`src/rtl/op_encoder.sv`:
```
`default_nettype none
// ============================================================================
//  Module   : op_encoder
//  Brief    : Synchronises and debounces the calculator push-buttons and
//             produces a registered 2-bit op_sel with a one-cycle op_valid.
//             Optional OP_CYCLE_EN adds btn_next (op_sel increments mod 4).
//  Revision : 1.0 - initial release
// ============================================================================
module op_encoder #(
    parameter int DEBOUNCE_CYCLES = 50000,
    parameter int CNT_W           = 16
) (
    input  logic       clk,
    input  logic       rst_n,
    input  logic       btn_add,
    input  logic       btn_sub,
    input  logic       btn_mul2,
    input  logic       btn_div2,
`ifdef OP_CYCLE_EN
    input  logic       btn_next,
`endif
    output logic [1:0] op_sel,
    output logic       op_valid,
    output logic       multi_err,
    output logic       busy
);

`ifdef OP_CYCLE_EN
    localparam int NB = 5;
`else
    localparam int NB = 4;
`endif

    localparam logic [CNT_W-1:0] c_LAST = CNT_W'(DEBOUNCE_CYCLES - 1);

    typedef enum logic [1:0] {
        S_IDLE    = 2'd0,
        S_PRESS   = 2'd1,
        S_HOLD    = 2'd2,
        S_RELEASE = 2'd3
    } state_t;

    logic [NB-1:0]    w_raw;
    logic [NB-1:0]    r_sync1;
    logic [NB-1:0]    r_btn_s;

    state_t           r_state;
    state_t           w_state_nx;
    logic [NB-1:0]    r_cand;
    logic [NB-1:0]    w_cand_nx;
    logic [CNT_W-1:0] r_cnt;
    logic [CNT_W-1:0] w_cnt_nx;
    logic [1:0]       r_op_sel;
    logic [1:0]       w_op_sel_nx;
    logic [1:0]       w_code;
    logic             r_op_valid;
    logic             w_valid_nx;
    logic             r_multi_err;
    logic             w_multi;
    logic             w_onehot;
    logic             r_busy;

`ifdef OP_CYCLE_EN
    assign w_raw = {btn_next, btn_div2, btn_mul2, btn_sub, btn_add};
`else
    assign w_raw = {btn_div2, btn_mul2, btn_sub, btn_add};
`endif

    always_ff @(posedge clk or negedge rst_n) begin
        if (!rst_n) begin
            r_sync1 <= '0;
            r_btn_s <= '0;
        end else begin
            r_sync1 <= w_raw;
            r_btn_s <= r_sync1;
        end
    end

    // x & (x-1) clears the lowest set bit: nonzero means two or more bits set
    assign w_multi  = (r_btn_s & (r_btn_s - NB'(1))) != '0;
    assign w_onehot = (r_btn_s != '0) && !w_multi;

    always_comb begin
        w_code = r_op_sel;
        if (r_cand[0])      w_code = 2'b00;
        else if (r_cand[1]) w_code = 2'b01;
        else if (r_cand[2]) w_code = 2'b10;
        else if (r_cand[3]) w_code = 2'b11;
`ifdef OP_CYCLE_EN
        else if (r_cand[4]) w_code = r_op_sel + 2'd1;
`endif
    end

    always_comb begin
        w_state_nx  = r_state;
        w_cand_nx   = r_cand;
        w_cnt_nx    = r_cnt;
        w_op_sel_nx = r_op_sel;
        w_valid_nx  = 1'b0;
        case (r_state)
            S_IDLE: begin
                if (w_onehot) begin
                    w_cand_nx  = r_btn_s;
                    w_cnt_nx   = '0;
                    w_state_nx = S_PRESS;
                end
            end
            S_PRESS: begin
                if (r_btn_s == r_cand) begin
                    if (r_cnt == c_LAST) begin
                        w_state_nx  = S_HOLD;
                        w_op_sel_nx = w_code;
                        w_valid_nx  = 1'b1;
                    end else begin
                        w_cnt_nx = r_cnt + 1'b1;
                    end
                end else begin
                    w_state_nx = S_IDLE;
                end
            end
            S_HOLD: begin
                if (r_btn_s == '0) begin
                    w_cnt_nx   = '0;
                    w_state_nx = S_RELEASE;
                end
            end
            S_RELEASE: begin
                if (r_btn_s == '0) begin
                    if (r_cnt == c_LAST) w_state_nx = S_IDLE;
                    else                 w_cnt_nx   = r_cnt + 1'b1;
                end else begin
                    w_state_nx = S_HOLD;
                end
            end
            default: w_state_nx = S_IDLE;
        endcase
    end

    always_ff @(posedge clk or negedge rst_n) begin
        if (!rst_n) begin
            r_state     <= S_IDLE;
            r_cand      <= '0;
            r_cnt       <= '0;
            r_op_sel    <= 2'b00;
            r_op_valid  <= 1'b0;
            r_multi_err <= 1'b0;
            r_busy      <= 1'b0;
        end else begin
            r_state     <= w_state_nx;
            r_cand      <= w_cand_nx;
            r_cnt       <= w_cnt_nx;
            r_op_sel    <= w_op_sel_nx;
            r_op_valid  <= w_valid_nx;
            r_multi_err <= (r_state == S_IDLE) && w_multi;
            r_busy      <= (w_state_nx != S_IDLE);
        end
    end

    assign op_sel    = r_op_sel;
    assign op_valid  = r_op_valid;
    assign multi_err = r_multi_err;
    assign busy      = r_busy;

endmodule
`default_nettype wire

```
`config.mk`:
```
export PLATFORM = sky130hd
export DESIGN_NAME = op_encoder
export DESIGN_NICKNAME = d
export VERILOG_FILES = /design/src/rtl/op_encoder.sv
export SDC_FILE = /design/constraint.sdc
export NUM_CORES = 1
export LEC_CHECK = 0
export BUFFER_PORTS_ARGS = -buffer_cell sky130_fd_sc_hd__buf_2
export CAP_MARGIN = 15
export CORE_MARGIN = 2
export CORE_UTILIZATION = 64
export CTS_CLUSTER_DIAMETER = 150
export DETAILED_ROUTE_END_ITERATION = 12
export GPL_TIMING_DRIVEN = 0
export PLACE_DENSITY_LB_ADDON = 0.15
export RECOVER_POWER = 50
export SLEW_MARGIN = 10
export SYNTH_ARGS = -nofsm -noshare
export SYNTH_HDL_FRONTEND = slang
export SYNTH_SLANG_ARGS = --single-unit
```
`constraint.sdc`:
```
create_clock -name clk -period 5.9 [get_ports clk]
set_input_delay 1.18 -clock clk [delete_from_list [all_inputs] [get_ports clk]]
set_output_delay 1.18 -clock clk [all_outputs]
set_load 0.1 [all_outputs]
```
== Yosys cells after proc, flatten, opt, wreduce, memory -nomap -nowiden ==
Cells that the tools add are included.

* Output and inout bits: 5
* Input port bits: 6
* Register bits: 35
* Word-level logic and storage cells: 53

* Bitwise operators: 1
* Equality and inequality tests: 9
* Reductions and logical operators: 12
* Add/sub/neg operators: 2
* Mux-type cells: 20

{| class="wikitable"
|+ Operators with widths
! kind !! count
|-
| 16-bit 2-to-1 mux || 5
|-
| 16-bit case mux with 4 select lines || 1
|-
| 2-bit 2-to-1 mux || 10
|-
| 16-bit by 1-bit adder with 16-bit output, second input constant || 1
|-
| 16-bit equality test, second input constant || 1
|-
| 4-bit nonzero test || 3
|-
| 2-bit != test, second input constant || 4
|-
| 2-bit case mux with 4 select lines || 1
|-
| 4-bit AND reduction || 2
|-
| 4-bit bitwise AND || 1
|-
| 2-bit equality test, second input constant || 2
|-
| 4-bit equality test || 1
|-
| 4-bit logical NOT || 1
|-
| 4-bit by 1-bit subtractor with 4-bit output, second input constant || 1
|-
| 1-bit 2-to-1 mux || 3
|-
| 2-bit by 1-bit equality test with 1-bit output, second input constant || 1
|-
| 1-bit logical AND || 2
|-
| 2-bit logical NOT || 1
|-
| 2-bit AND reduction || 1
|-
| 2-bit nonzero test || 1
|-
| 1-bit logical NOT || 1
|}

== Logic depth before layout (Yosys ltp) ==
Gate-level depths: netlist (run 1).

* Word-level depth: 8
* Depth in mapped cells: 8
* Mapped depth without buffers: 8

== Least setup slack after synthesis (run 1) ==
OpenSTA, ideal clock, no wires.

* Path type: reg-to-output
* From: register r_op_sel[0] (netlist: op_sel[0])
* To: output port op_sel[0]
* Path slack: 3808 ps
* Cell stages (with the launch flop): 1
* Path buffers: 0
* Data required time: 4720 ps
* Arrival time: 912 ps
* Path through: dfrtp_1

{| class="wikitable"
|+ RTL lines
! item !! RTL line !! text
|-
| from (decl) || 53 || <nowiki>logic [1:0] r_op_sel;</nowiki>
|-
| from (signal assigned) || 152 || <nowiki>r_op_sel <= w_op_sel_nx;</nowiki>
|-
| to (decl) || 22 || <nowiki>output logic [1:0] op_sel,</nowiki>
|}

No word-level cell between the ends.

== Worst setup path after layout (run 1) ==
* From: register r_op_sel[0] (netlist: op_sel[0])
* To: output port op_sel[0]

No word-level cell between the ends.

==> impl_metrics.json, run 1 <==
{
  "status": "finished with violations",
  "violations": "max-capacitance violations, max-slew violations",
  "finalHoldViolations": 0,
  "path_buf_inv": 1,
  "powerDensity_nw_per_um2": 327,
  "drv_slew": 36,
  "avgSynthCellArea_um2": 10.7,
  "cp_slowest_cell": "buf_2",
  "grt_pass1_vias": 1355,
  "crit_chain": "buf_2",
  "fmax_ghz": 0.424,
  "tightest_slew_ps": 1750,
  "worst-path-max-fanout": 3,
  "antenna_found_initial": 0,
  "io_pins": 11,
  "cp_slowest_stage_delay_ps": 440,
  "grt_max_degree": 36,
  "arrival_ps": 1180,
  "hold_path_class": "register to register",
  "htreeDepth": 2,
  "nets": 193,
  "rows": 19,
  "grt_pass1_wl_mm": 6.14,
  "place_congestion": 0.868,
  "port_buffers": 10,
  "yosysWarnings": 0,
  "worstSkewPairLatency_ps": 350,
  "vdd_drop_max_mv": 0.293,
  "postRouteAntennaNets": 0,
  "period_share_pct": 40.0,
  "clockRootBuffer": "clkbuf_4",
  "avgViaCountPerCell": 6.50,
  "grtUsageTotal_pct": 24.7,
  "area_growth_pct": 8.02,
  "hold_buffers": 0,
  "wl_per_cell_um": 16.3,
  "stdcell_area_um2": 1950,
  "worstSetupPathType": "register to primary output",
  "clk_pin_slew_worst_paths_ps": 110,
  "drc": 0,
  "p_leak_nw": 0.878,
  "die_h_um": 57.2,
  "fin_crit_ps": 2360,
  "dp_slack_ps": 3630,
  "cts.sinks": 35,
  "ys_seq_area_share_pct": 48.4,
  "rsz0062_at_grt": "false",
  "critPathCaptureType": "primary output",
  "coreArea_um2": 2710,
  "critPathTopFamily": "buffers and inverters",
  "worstSetupStartpointType": "register",
  "numCtsBuffers": 5,
  "die_w_um": 57.2,
  "vias": 1416,
  "drt_wl_total_mm": 3.56,
  "fp.dieArea_um2": 3270,
  "syn_inst": 169,
  "fin_skew_ps": 8.55,
  "grt.overflow.total": 0,
  "synth.distinct_cells": 48,
  "drive_gt1_share_pct": 21.4,
  "drtPass1Iterations": 4,
  "crit_required_ps": 4720,
  "slew_headroom_pct": -16.5,
  "ctsResizeCount": 0,
  "n_antenna_cell": 0,
  "syn_area_um2": 1810,
  "post-cts-setup-buffers": 0,
  "synth_nets": 176,
  "synth-seq-cells": 35,
  "fin_ws_ps": 3540,
  "fin_setup_tns_ps": 0,
  "finalSetupViolations": 0,
  "cts_tree": "done",
  "clockBufferDepth": 2,
  "drt_iter0_markers": 62,
  "fillCellCount": 202,
  "cap_violations": 1,
  "place_area_um2": 1900,
  "dp.final_hpwl_mm": 2.49,
  "start_util_pct": 66.8
}
## layout by cell type (no fill, tap or decap), drive strengths merged, types with 2 or more instances in the layout
cell	synthesis	routed
dfrtp	35	35
nand2	14	14
buf	4	13
and3	9	9
nor2	8	8
nor3	8	8
nand3	8	8
clkbuf	2	8
nor4	6	6
inv	6	6
a221o	6	6
nand4	5	5
a21oi	5	5
a31oi	5	5
or3	5	5
o21ai	4	4
xnor2	4	4
mux2	4	4
nor4b	3	3
and4	3	3
or2	3	3
a22o	2	2
a41oi	2	2
clkinvlp	0	2
clkinv	1	2
a211oi	2	2
## cell usage after synthesis, drive strengths merged
master / number / area, µm²
dfrtp: 35 / 876
nand2: 14 / 52.6
and3: 9 / 56.3
nand3: 8 / 52.6
nor2: 8 / 30.0
nor3: 8 / 40.0
a221o: 6 / 61.3
inv: 6 / 22.5
nor4: 6 / 37.5
a21oi: 5 / 25.0
a31oi: 5 / 31.3
nand4: 5 / 31.3
or3: 5 / 41.3
buf: 4 / 47.5
mux2: 4 / 45.0
o21ai: 4 / 20.0
xnor2: 4 / 35.0
and4: 3 / 26.3
nor4b: 3 / 26.3
or2: 3 / 18.8
a211oi: 2 / 20.0
a22o: 2 / 20.0
a41oi: 2 / 17.5
clkbuf: 2 / 7.51
a211o: 1 / 8.76
a21bo: 1 / 10.0
a21boi: 1 / 11.3
a22oi: 1 / 21.3
clkinv: 1 / 3.75
ha: 1 / 12.5
maj3: 1 / 10.0
mux2i: 1 / 10.0
nor2b: 1 / 6.26
nor3b: 1 / 7.51
o211a: 1 / 10.0
o221ai: 1 / 8.76
o22ai: 1 / 6.26
o31ai: 1 / 21.3
or4: 1 / 11.3
xor2: 1 / 8.76
## layer usage
| layer | part of all wire (%) | track usage [%] |
|---|---|---|
| met1 | 44 | 33.8 |
| met2 | 48 | 38.8 |
| met3 | 7.0 | 6.12 |
| met4 | 1.5 | 8.31 |
| met5 | 0 | 0 |
## metrics by stage
| stage | hold slack (ps) | instances | power [W] | utilization (%) |
|---|---|---|---|---|
| after CTS | 367 | 218 | 0.000645 | 72.2 |
| final | 363 | 218 | 0.000640 | 72.1 |
| after detailed placement | 340 | 210 | 0.000514 | 70.0 |
| after floorplan | 331 | 169 | 0.000463 | - |
| after global routing | 378 | 218 | 0.000676 | 72.1 |
| after global placement | 332 | 210 | 0.000508 | 70.0 |
## flip-flops by register name, summed over array words and instances, names as in the netlist
| name | cells |
|---|---|
| r_sync1 | 4 |
| r_cnt | 16 |
| r_state | 2 |
| op_sel | 2 |
| op_valid | 1 |
| r_btn_s | 4 |
| busy | 1 |
| r_cand | 4 |
| multi_err | 1 |
## layout make-up
type / instances / area (µm²) / area share (%)
multi-input cells: 121 / 852 / 43.6
flip-flops and latches: 35 / 876 / 44.8
clock buffers: 5 / 37.5 / 1.92
plain buffers: 6 / 55.1 / 2.82
well taps: 31 / 38.8 / 1.98
inverters: 7 / 26.3 / 1.34
clock inverters: 3 / 20.0 / 1.02
repair buffers: 10 / 48.8 / 2.50
## logic make-up after synthesis
kind of cell | share of synthesized area [%]
flip-flops | 48.4
buffers and inverters | 4.49
multiplexers | 3.04
XOR/XNOR | 2.42
AND/OR/NAND/NOR | 24.2
AO/OA/AOI/OAI | 16.2
adder cells (fa/ha/maj) | 1.24
## power breakdown
group	internal, W	switching [W]	leakage, nW	total (W)
clock network	0.0000454	0.0000847	0.0272	0.000130
registers	0.000269	0.0000328	0.457	0.000301
logic	0.0000681	0.000140	0.394	0.000208
## final timing paths
check | depth (start not counted) | from | slack [ps] | to
worst max-delay path | 1 | op_sel[0]$_DFFE_PN0P_ | 3540 | op_sel[0]
worst min-delay path | 0 | r_sync1[3]$_DFF_PN0_ | 360 | r_btn_s[3]$_DFF_PN0_
worst max register to register | 8 | r_cnt[0]$_DFFE_PN0P_ | 3630 | op_sel[0]$_DFFE_PN0P_
worst min register to register | 0 | r_sync1[3]$_DFF_PN0_ | 360 | r_btn_s[3]$_DFF_PN0_
max in group asynchronous | 1 | rst_n | 3620 | r_state[0]$_DFF_PN0_
min in group asynchronous | 1 | rst_n | 1270 | op_valid$_DFF_PN0_
Note: power is estimated with default switching activity, not from simulation.
==> run 2: changes to the inputs <==
Settings changed: ABC_AREA set to 1, CORE_UTILIZATION 64 to 54.
Clock period 5.9 ns to 2.1 ns, I/O delays scaled along.
==> run 2 against run 1 <==
The flow now finishes without violations; design area increased by 15%; sequential power increased to 2.8 times the previous value; synthesized area increased by 12%; routed wire length increased by 6.5%; final cell count increased by 52%; register-to-register slack got worse by 3200 ps; clock skew decreased by 1.2 ps; die area increased by 30%; critical endpoint is now r_cnt[4]$_DFFE_PN0P_; largest cell class is now multi-input gates.
==> impl_metrics.json, run 2 <==
{
  "grtUsageTotal_pct": 21.3,
  "layout_commonest_cell": "nand2_1",
  "drive_gt1_share_pct": 16.9,
  "die_w_um": 65.2,
  "layout.cells.non_filler": 332,
  "worstSkewPairLatency_ps": 290,
  "cts.sinks": 35,
  "yosys.area.top_type_share_pct": 43.3,
  "p_leak_nw": 1.06,
  "synth_area_leaders": "dfrtp_1 43%, nand2_1 17%, nor2_1 6.7%, nand2_2 3.4%, o21ai_0 3.2%",
  "grt_pass1_vias": 1581,
  "fin_setup_tns_ps": 0,
  "drt_wl_total_mm": 3.79,
  "ys_seq_area_share_pct": 43.3,
  "fin_crit_ps": 1720,
  "synth.most_common_cell": "nand2_1",
  "syn_area_um2": 2020,
  "drtPass1Iterations": 4,
  "top_register": "r_cnt",
  "die_h_um": 65.2,
  "antenna_found_initial": 0,
  "syn_inst": 266,
  "coreArea_um2": 3630,
  "grt_max_degree": 36,
  "io_pins": 11,
  "period_share_pct": 81.7,
  "cap_violations": 0,
  "rows": 22,
  "start_util_pct": 55.6,
  "largest_reg_flops": 16,
  "cpMostUsedCell": "nand3_4",
  "yosysWarnings": 0,
  "critPathCaptureType": "register",
  "vias": 1660,
  "htreeDepth": 2,
  "synthArstFlopShare_pct": 100,
  "numCtsBuffers": 5,
  "synth_nets": 273,
  "dp_cells": 324,
  "fin_ws_ps": 384,
  "finalHoldViolations": 0,
  "hold_buffers": 0,
  "grt_pass1_wl_mm": 7.00,
  "synthTopCellsByCount": "91 x nand2_1, 36 x nor2_1, 35 x dfrtp_1",
  "area_growth_pct": 11.2,
  "status": "completed",
  "arrival_ps": 1890,
  "dp_slack_ps": 399,
  "hold_path_class": "input pin to asynchronous set/reset pin",
  "worstSetupStartpointType": "register",
  "clk_pin_slew_worst_paths_ps": 80,
  "tightest_slew_ps": 850,
  "drv_slew": 0,
  "cp_slowest_cell": "dfrtp_1",
  "finalSetupViolations": 0,
  "yosys.area.top_type": "dfrtp_1",
  "seq_area_um2": 876,
  "cts_tree": "done",
  "wl_per_cell_um": 11.4,
  "port_buffers": 10,
  "clockBufferDepth": 2,
  "worstSetupPathType": "register to register",
  "ys.flop_type": "dfrtp_1",
  "path_buf_inv": 1,
  "place_congestion": 0.900,
  "clockRootBuffer": "clkbuf_8",
  "avgSynthCellArea_um2": 7.60,
  "post-cts-setup-buffers": 0,
  "cp_slowest_stage_delay_ps": 440,
  "fmax_ghz": 0.583,
  "n_antenna_cell": 0,
  "synth.distinct_cells": 30,
  "fin_skew_ps": 7.35,
  "avgViaCountPerCell": 5.00,
  "synth-seq-cells": 35,
  "fp.dieArea_um2": 4250,
  "rsz0062_at_grt": "false",
  "nets": 290,
  "worst-path-max-fanout": 10,
  "vdd_drop_max_mv": 0.620,
  "layout_common_cells": "91 x nand2_1, 36 x nor2_1, 35 x dfrtp_1",
  "drc": 0,
  "grt.overflow.total": 0,
  "postRouteAntennaNets": 0,
  "multiInputGateArea_um2": 1020,
  "ctsResizeCount": 0,
  "crit_required_ps": 2270,
  "fillCellCount": 349,
  "dp.final_hpwl_mm": 2.78,
  "synth_edf_count": 0,
  "powerDensity_nw_per_um2": 970,
  "total_power_w": 0.00218,
  "holdWs_ps": 219,
  "critPathTopFamily": "simple AND/OR/NAND/NOR gates",
  "drt_iter0_markers": 89,
  "slew_headroom_pct": 43.3,
  "crit_chain": "ha_1 -> nand3_4 -> nor2_4 -> nand3_4 -> nand2_8 -> nor2_8 -> buf_12 -> nand2_2 -> nand2_1"
}
[run 2: layer usage]
layer  GRT usage [%]  part of all wire [%]  vias to the layer above
met2            32.9                    43                       36
met5               0                     0                        -
li1                -                     -                      879
met1            29.7                    51                      743
met3            5.65                   5.0                        2
met4            5.99                  0.42                        0
[run 2: cell type report]
class                           instances  share of cell area, %
Buffer                                  4                   2.00
Clock buffer                            5                   3.06
Clock inverter                          3                   2.11
Inverter                               21                   3.51
Multi-Input combinational cell        206                   45.5
Sequential cell                        35                   39.0
Tap cell                               48                   2.67
Timing Repair Buffer                   10                   2.23
[run 2: through the flow]
step / utilization, % / instance area, µm²
final: 61.9 / 2250
after global routing: 61.9 / 2250
after CTS: 61.9 / 2250
after detailed placement: 58.7 / 2130
after global placement: 58.7 / 2130
after floorplan: - / 2020
[run 2: logic make-up (layout without fill, tap and decap cells)]
family | count (synthesis) | in the layout | synth area share (%)
xor+xnor | 6 | 6 | 2.60
fa+ha+maj | 1 | 1 | 0.619
flops | 35 | 35 | 43.3
simple gates | 171 | 171 | 39.8
compound gates | 28 | 28 | 7.55
buf+inv | 25 | 43 | 6.13
[run 2: power breakdown]
group	switching (W)	total (W)	leakage, nW	internal (W)
Sequential	0.0000929	0.000852	0.457	0.000760
Clock	0.000265	0.000625	0.0587	0.000360
Combinational	0.000503	0.000705	0.543	0.000202
[run 2: worst paths after layout]
kind / startpoint / end / slack (ps) / cells after the start
setup reg to reg: r_cnt[0]$_DFFE_PN0P_ / r_cnt[4]$_DFFE_PN0P_ / 380 / 9
min in group clk: btn_mul2 / r_sync1[2]$_DFF_PN0_ / 230 / 1
max in group asynchronous: rst_n / r_cnt[15]$_DFFE_PN0P_ / 1340 / 1
hold / removal: rst_n / op_sel[0]$_DFFE_PN0P_ / 220 / 1
setup / recovery: r_cnt[0]$_DFFE_PN0P_ / r_cnt[4]$_DFFE_PN0P_ / 380 / 9
hold reg to reg: r_sync1[0]$_DFF_PN0_ / r_btn_s[0]$_DFF_PN0_ / 350 / 0
